## src/rtl/mux_led_selftest_seq.sv

```systemverilog
// Self-test sequencer for the board's 4x1 LED mux. It sweeps {A,B,C,D}
// through all 16 combinations, waits for the fed-back F to settle, and
// compares F against the mux truth table. It reports busy/done/pass, the
// mismatch count and the first failing vector.
module mux_led_selftest_seq #(
  parameter int SETTLE_CYCLES = 4  // legal 3..255, because F passes a 2-flop synchronizer
) (
  input  logic       clk,
  input  logic       rst_n,
  input  logic       start,
  input  logic       f_in,
  output logic       sel_a,
  output logic       sel_b,
  output logic       dat_c,
  output logic       dat_d,
  output logic       busy,
  output logic       done,
  output logic       pass,
  output logic [4:0] err_cnt,
  output logic [3:0] first_fail_idx,
  output logic [3:0] vec_idx
);

  typedef enum logic [2:0] {
    ST_IDLE,
    ST_DRIVE,
    ST_SETTLE,
    ST_CHECK,
    ST_DONE
  } state_t;

  localparam logic [7:0] SETTLE_LOAD = 8'(SETTLE_CYCLES - 1);

  state_t     state;
  logic [7:0] settle_cnt;
  logic       s1, s2, s3;
  logic       f_meta, f_s;
  logic       start_pulse;
  logic       exp_f;
  logic       mismatch;

  // Synchronize the asynchronous start button and F feedback into clk.
  // NOTE: sequential state uses non-blocking assignments so every flop samples
  // the values from before the edge; with blocking ones s1->s2->s3 would
  // collapse into a single flop.
  always_ff @(posedge clk or negedge rst_n) begin
    if (!rst_n) begin
      s1     <= 1'b0;
      s2     <= 1'b0;
      s3     <= 1'b0;
      f_meta <= 1'b0;
      f_s    <= 1'b0;
    end else begin
      s1     <= start;
      s2     <= s1;
      s3     <= s2;
      f_meta <= f_in;
      f_s    <= f_meta;
    end
  end

  // A held start level produces a single pulse on its rising edge.
  assign start_pulse = s2 & ~s3;

  // Mux truth table for the vector under test: idx = {A,B,C,D}.
  // NOTE: every signal written in always_comb gets a default first, so no
  // path through the case can leave it unassigned and infer a latch.
  always_comb begin
    exp_f = 1'b0;
    case (vec_idx[3:2])
      2'b00:   exp_f = vec_idx[1];
      2'b01:   exp_f = vec_idx[0];
      2'b10:   exp_f = ~vec_idx[1] | vec_idx[0];
      default: exp_f = 1'b0;
    endcase
  end

  assign mismatch = f_s ^ exp_f;

  // Sweep FSM with registered mux drive and status outputs.
  always_ff @(posedge clk or negedge rst_n) begin
    if (!rst_n) begin
      state          <= ST_IDLE;
      settle_cnt     <= 8'd0;
      sel_a          <= 1'b0;
      sel_b          <= 1'b0;
      dat_c          <= 1'b0;
      dat_d          <= 1'b0;
      busy           <= 1'b0;
      done           <= 1'b0;
      pass           <= 1'b0;
      err_cnt        <= 5'd0;
      first_fail_idx <= 4'd0;
      vec_idx        <= 4'd0;
    end else begin
      case (state)
        ST_IDLE, ST_DONE: begin
          if (start_pulse) begin
            vec_idx        <= 4'd0;
            err_cnt        <= 5'd0;
            first_fail_idx <= 4'd0;
            busy           <= 1'b1;
            done           <= 1'b0;
            pass           <= 1'b0;
            state          <= ST_DRIVE;
          end
        end
        ST_DRIVE: begin
          {sel_a, sel_b, dat_c, dat_d} <= vec_idx;
          settle_cnt <= SETTLE_LOAD;
          state      <= ST_SETTLE;
        end
        ST_SETTLE: begin
          if (settle_cnt == 8'd0) begin
            state <= ST_CHECK;
          end else begin
            settle_cnt <= settle_cnt - 8'd1;
          end
        end
        ST_CHECK: begin
          if (mismatch) begin
            // At most 16 vectors, so the 5-bit count cannot overflow.
            err_cnt <= err_cnt + 5'd1;
            if (err_cnt == 5'd0) begin
              first_fail_idx <= vec_idx;
            end
          end
          if (vec_idx == 4'd15) begin
            // vec_idx holds at 15 in DONE; the mux inputs return to 0.
            busy  <= 1'b0;
            done  <= 1'b1;
            pass  <= (err_cnt == 5'd0) && !mismatch;
            sel_a <= 1'b0;
            sel_b <= 1'b0;
            dat_c <= 1'b0;
            dat_d <= 1'b0;
            state <= ST_DONE;
          end else begin
            vec_idx <= vec_idx + 4'd1;
            state   <= ST_DRIVE;
          end
        end
        default: state <= ST_IDLE;
      endcase
    end
  end

endmodule

```

## config.mk

```make
export PLATFORM = sky130hd
export DESIGN_NAME = mux_led_selftest_seq
export DESIGN_NICKNAME = d
export VERILOG_FILES = /design/src/rtl/mux_led_selftest_seq.sv
export SDC_FILE = /design/constraint.sdc
export NUM_CORES = 1
export LEC_CHECK = 0
export BUFFER_PORTS_ARGS = -buffer_cell sky130_fd_sc_hd__buf_2
export CORE_ASPECT_RATIO = 1.2
export CORE_UTILIZATION = 50
export DETAILED_ROUTE_END_ITERATION = 10
export PLACE_DENSITY = 0.75
export SLEW_MARGIN = 0
export SYNTH_ARGS = -nofsm -noshare
export SYNTH_HDL_FRONTEND = slang
export SYNTH_SLANG_ARGS = --single-unit
```

## constraint.sdc

```tcl
create_clock -name clk -period 2.34 [get_ports clk]
set_input_delay 0.117 -clock clk [delete_from_list [all_inputs] [get_ports clk]]
set_output_delay 0.117 -clock clk [all_outputs]
set_load 0.02 [all_outputs]
```

=== Word-level counts from Yosys, hierarchy flattened ===
Index checks and enable logic that the tools add are counted.

* Add/sub/neg operators: 3
* Eq/ne operators: 14
* Multiplexer cells: 28
* Bitwise gates (word level): 5
* Reduce and logical (&&, ||, !) cells: 17

{| class="wikitable"
|+ Operators by type and width
! cell !! number
|-
| 2-to-1 mux 4 bit || 4
|-
| case mux 4 bit (2 select lines) || 2
|-
| case mux 8 bit (2 select lines) || 1
|-
| inequality test 2 bit, second input constant || 7
|-
| case mux 1 bit (2 select lines) || 7
|-
| case mux 3 bit (4 select lines) || 1
|-
| 2-to-1 mux 5 bit || 2
|-
| case mux 5 bit (2 select lines) || 1
|-
| 2-to-1 mux 3 bit || 3
|-
| AND reduction 3 bit || 3
|-
| logical NOT 8 bit || 1
|-
| 2-to-1 mux 8 bit || 1
|-
| subtractor 8 x 1 -> 8 bit, second input constant || 1
|-
| == test 3 x 2 -> 1 bit, second input constant || 2
|-
| AND reduction 2 bit || 3
|-
| nonzero test 2 bit || 3
|-
| adder 5 x 1 -> 5 bit, second input constant || 1
|-
| logical NOT 5 bit || 1
|-
| 2-to-1 mux 1 bit || 5
|-
| adder 4 x 1 -> 4 bit, second input constant || 1
|-
| == test 4 bit, second input constant || 1
|-
| AND reduction 4 bit || 1
|-
| == test 3 x 1 -> 1 bit, second input constant || 1
|-
| == test 3 bit, second input constant || 1
|-
| other kinds (12) || 13
|}

* Register bits: 36
* Bits of input ports: 4
* Output and inout bits: 20
* Word-level logic and storage cells: 84

=== Logic depth before layout (Yosys ltp) ===
* Word-level depth: 8
* Depth in mapped cells: 7

=== Worst setup path before layout ===
No wires, ideal clock.

* Path kind: reg-to-reg
* Start point: register vec_idx[0]
* End point: register err_cnt[1]
* Arrival: 1907 ps
* Path slack: 305 ps
* Stages on the path, launching flop included: 7
* Path buffers: 0
* Cell sequence: dfrtp_1 -> inv_1 -> ha_1 -> and2_1 -> o311ai_1 -> nand3_1 -> mux2_1

* Cells in the longest elaborated chain, start to end: 5

{| class="wikitable"
|+ RTL lines
! item !! RTL line !! RTL
|-
| start, declared || 21 || <nowiki>output logic [3:0] vec_idx</nowiki>
|-
| start signal, assigned || 139 || <nowiki>vec_idx <= vec_idx + 4'd1;</nowiki>
|-
| OR 1 bit || 73 || <nowiki>2'b10: exp_f = ~vec_idx[1] | vec_idx[0];</nowiki>
|-
| case mux 1 bit (3 select lines) (*) || 70 || <nowiki>case (vec_idx[3:2])</nowiki>
|-
| bitwise XOR 1 bit (*) || 78 || <nowiki>assign mismatch = f_s ^ exp_f;</nowiki>
|-
| inequality test 2 bit (no source line) (*) || - ||
|-
| AND reduction 3 bit (no source line) (*) || - ||
|-
| end signal, assigned || 123 || <nowiki>err_cnt <= err_cnt + 5'd1;</nowiki>
|-
| end, declared || 19 || <nowiki>output logic [4:0] err_cnt,</nowiki>
|}

Mark *: on every way between the ends. The rest lies on a longest branch, timed or not.
A chain may end at the register's enable or synchronous reset.

=== Final worst setup path ===
Ends and elaborated chain as after synthesis.

==> metrics.md <==
| Metric | Value |
|---|---|
| Post-Syn Area | 1808 um2 |
| Fin util | 62.16% |
| Root buffer selected by CTS | clkbuf_8 |
| CTS max path bufs | 2 |
| Total GRT Usage | 23.82% |
| Cell row count | 23 |
| Crit. End Element | register |
| Die Wd | between 50 and 60 um |
| Combinational Power Share | 42.3% |
| Antenna viol nets, final | 0 |
| Leak Pwr | a little over 1 nW |
| Max-slew violations | 0 |
| Die area | approximately 3900 um2 |
| Fillers | 288 |
| Crit start category | register |
| Layout cells sized above 1 | 19.81% |
| WL/cell | 15.76 um |
| Netlist cell types | 48 |
| Synth Warn # | 0 |
| Hold_buf cts | 3 |
| Endpoints failing setup | 0 |
| CTS tree | done |
| Vias in the first global route | about 1500 |
| Min cycle time layout | 2.030 ns |
| Non-filler cells, final | roughly 250 |
| Slowest cell delay on critical path | 0.46 ns |
| Final net count | approximately 220 |
| RSZ-0062 raised after global routing | false |
| CP cell instances | inv_1, ha_1, and2_1, o311ai_1, nand3_1, mux2_1 |
| Internal reg-to-reg setup slack | between 0.3 and 0.4 ns |
| # IOs | 24 |
| Global-route wire length before repair | 6844 um |
| Area delta synth->final | 16.75% |
| Crit path max-delay cell type | dfrtp_1 |
| Number of I/O port buffers | 23 |
| Synth Register Bits | 36 |
| Clock Skews | about 0.0064 ns |
| Ys flop type | dfrtp_1 |
| First-pass DRT Iterations | 7 |
| WL final | ~3900 um |
| Switching power | ~1.2 mW |
| Sw Ratio | about 43% |
| Initial antenna violation count | 0 |
| Latest clock arrival within the worst-skew pair | 0.30 ns |
| Worst-Margin Slew | between 0.7 and 0.8 ns |
| Vias/cell | a little under 6 |
| WS Path Type | register to register |
| Synth Area per Inst | 9.989 um2 |
| Seq pwr share | a little under two fifths |
| Worst path required time | about 2.5 ns |
| Post_cts resized | 0 |
| Seq/Total Area, Yosys | roughly half |
| Clock Power Share | about a fifth |
| Max Cap Viol | 0 |
| Setup TNS | 0 ns |
| Worst VDD drop | about 790 uV |
| Pwr dens | 1312 nW/um2 |
| CP top delay family | flip-flops |
| Post-CTS setup buffers | 0 |
| Cells after Synth | ~180 |
| Clock-pin slew on the worst setup and hold paths | roughly 0.08 ns |
| Via count | roughly 1500 |
| Post-Syn Nets | about 190 |
| Sink Count | 36 |
| Final Hold Fails | 0 |
| Routability cong. | 0.8311 |
| HP Class | register to register |
| Internal Power | 1.572 mW |
| Pin count of the biggest net entering global routing | 37 |
| Bufs and invs on worst path | 1 |
| Diodes inserted | 0 |
| CP Max Fanout | 7 |
| Core area | roughly 3400 um2 |
| Worst endpoint data arrival time | approximately 2.2 ns |
| Outcome | finished, violations left |
| Dpl cells | 238 |
| Chip Height | between 60 and 70 um |
| Residual DRC count | 4 |
| Drt first-iter violations | just over 90 |
| Fin area | 2111 um2 |
| Number of enable flip-flop cells after synthesis | 0 |
| DPL Wire Length | 2719 um |
| Max Fclk | approximately 500 MHz |
| Initial core utilization | 53.24% |
| Cell Area, Placed | 1969 um2 |
| CTS H-tree lvls | 2 |
| Ys async rst share | 100.0% |
| Failing checks | DRC |
| Number of buffers created by CTS | 5 |
| Grt ovf | 0 |
| Max-slew headroom | a little under half |
| Final worst-path cycle share | between 80% and 90% |
==> sequential cells by signal, indices dropped and copies added, names as in the netlist, 3 cells and up <==
| name | flops |
|---|---|
| vec_idx | 4 |
| state | 3 |
| err_cnt | 5 |
| first_fail_idx | 4 |
| settle_cnt | 8 |
==> worst paths after layout <==
kind                             from    endpoint  cells past startpoint
min reg2reg                        s1          s2                      0
min                                s1          s2                      0
min in group asynchronous       rst_n  err_cnt[2]                      2
max reg2reg                vec_idx[0]  err_cnt[1]                      6
max                        vec_idx[0]  err_cnt[1]                      6
max in group asynchronous       rst_n          s1                      2
==> cell usage after synthesis, types with 2 or more instances <==
library cell	instances	area, um2
nand3b_1	2	15.01
mux2i_1	6	60.06
clkbuf_1	4	15.01
nand4_1	4	25.02
and2_1	2	12.51
nand2_1	16	60.06
xor2_1	6	52.55
nor2b_1	2	12.51
a31oi_1	2	12.51
nand2b_1	3	18.77
a31o_2	2	17.52
nor2_1	17	63.81
o21ai_0	3	15.01
nor3b_1	2	15.01
nor4_1	2	12.51
o211ai_1	2	15.01
nor3_1	5	25.02
o2bb2ai_1	2	17.52
inv_1	13	48.80
buf_2	3	15.01
o22ai_1	4	25.02
a31o_1	2	17.52
dfrtp_1	36	900.9
ha_1	6	75.07
a21oi_1	6	30.03
o21ai_1	3	15.01
nand3_1	5	25.02
==> routing by layer <==
metal | global-route usage [%] | up-vias | routed length, um | share of wire, %
met4 | 11.59 | 0 | 76 | 1.9
met1 | 28.98 | 720 | 1744 | 44
met2 | 39.85 | 32 | 1947 | 50
met3 | 6.049 | 7 | 153 | 3.9
li1 | - | 697 | - | -
met5 | 0 | - | 0 | 0
==> cell usage in the layout (no fill, tap or decap), types with 6 or more instances in the layout <==
cell type / count
a21oi_1: 6
buf_2: 23
dfrtp_1: 36
ha_1: 6
inv_1: 13
mux2i_1: 6
nand2_1: 16
nor2_1: 17
xor2_1: 6
==> power by group through the flow <==
stage          sequential [mW]  combinational, mW  clock (mW)
3_5_place_dp              1.04               1.15           0
2_1_floorplan             1.10              0.744           0
6_report                  1.04               1.17       0.559
5_1_grt                   1.07               1.30       0.592
4_1_cts                   1.03               1.16       0.572
3_3_place_gp              1.03               1.11           0
==> per-stage QoR <==
| step | hold slack, ns | power (mW) | setup slack (ns) |
|---|---|---|---|
| 2_1_floorplan | -0.1786 | 1.845 | 0.3053 |
| 3_3_place_gp | 0.2267 | 2.139 | 0.4819 |
| 3_5_place_dp | 0.2267 | 2.194 | 0.3764 |
| 4_1_cts | 0.3684 | 2.769 | 0.3407 |
| 5_1_grt | 0.3738 | 2.965 | 0.1625 |
| 6_report | 0.3606 | 2.769 | 0.3105 |
==> final cells by class <==
type                    count  area (um2)  area share [%]
multi-input cells         125       828.3           39.24
repair buffers             30       175.2           8.299
flip-flops and latches     36       900.9           42.68
well taps                  37       46.29           2.193
clock inverters             3       42.54           2.015
inverters                  13       48.80           2.312
clock buffers               5       68.82           3.260
==> logic make-up after synthesis <==
kind of cell / Yosys count / synth area share, %
compound gates: 35 / 13.43
xor+xnor: 7 / 3.391
fa+ha+maj: 6 / 4.152
buf+inv: 20 / 4.360
flops: 36 / 49.83
mux: 7 / 3.945
simple gates: 70 / 20.90
(Power assumes the default switching activity.)
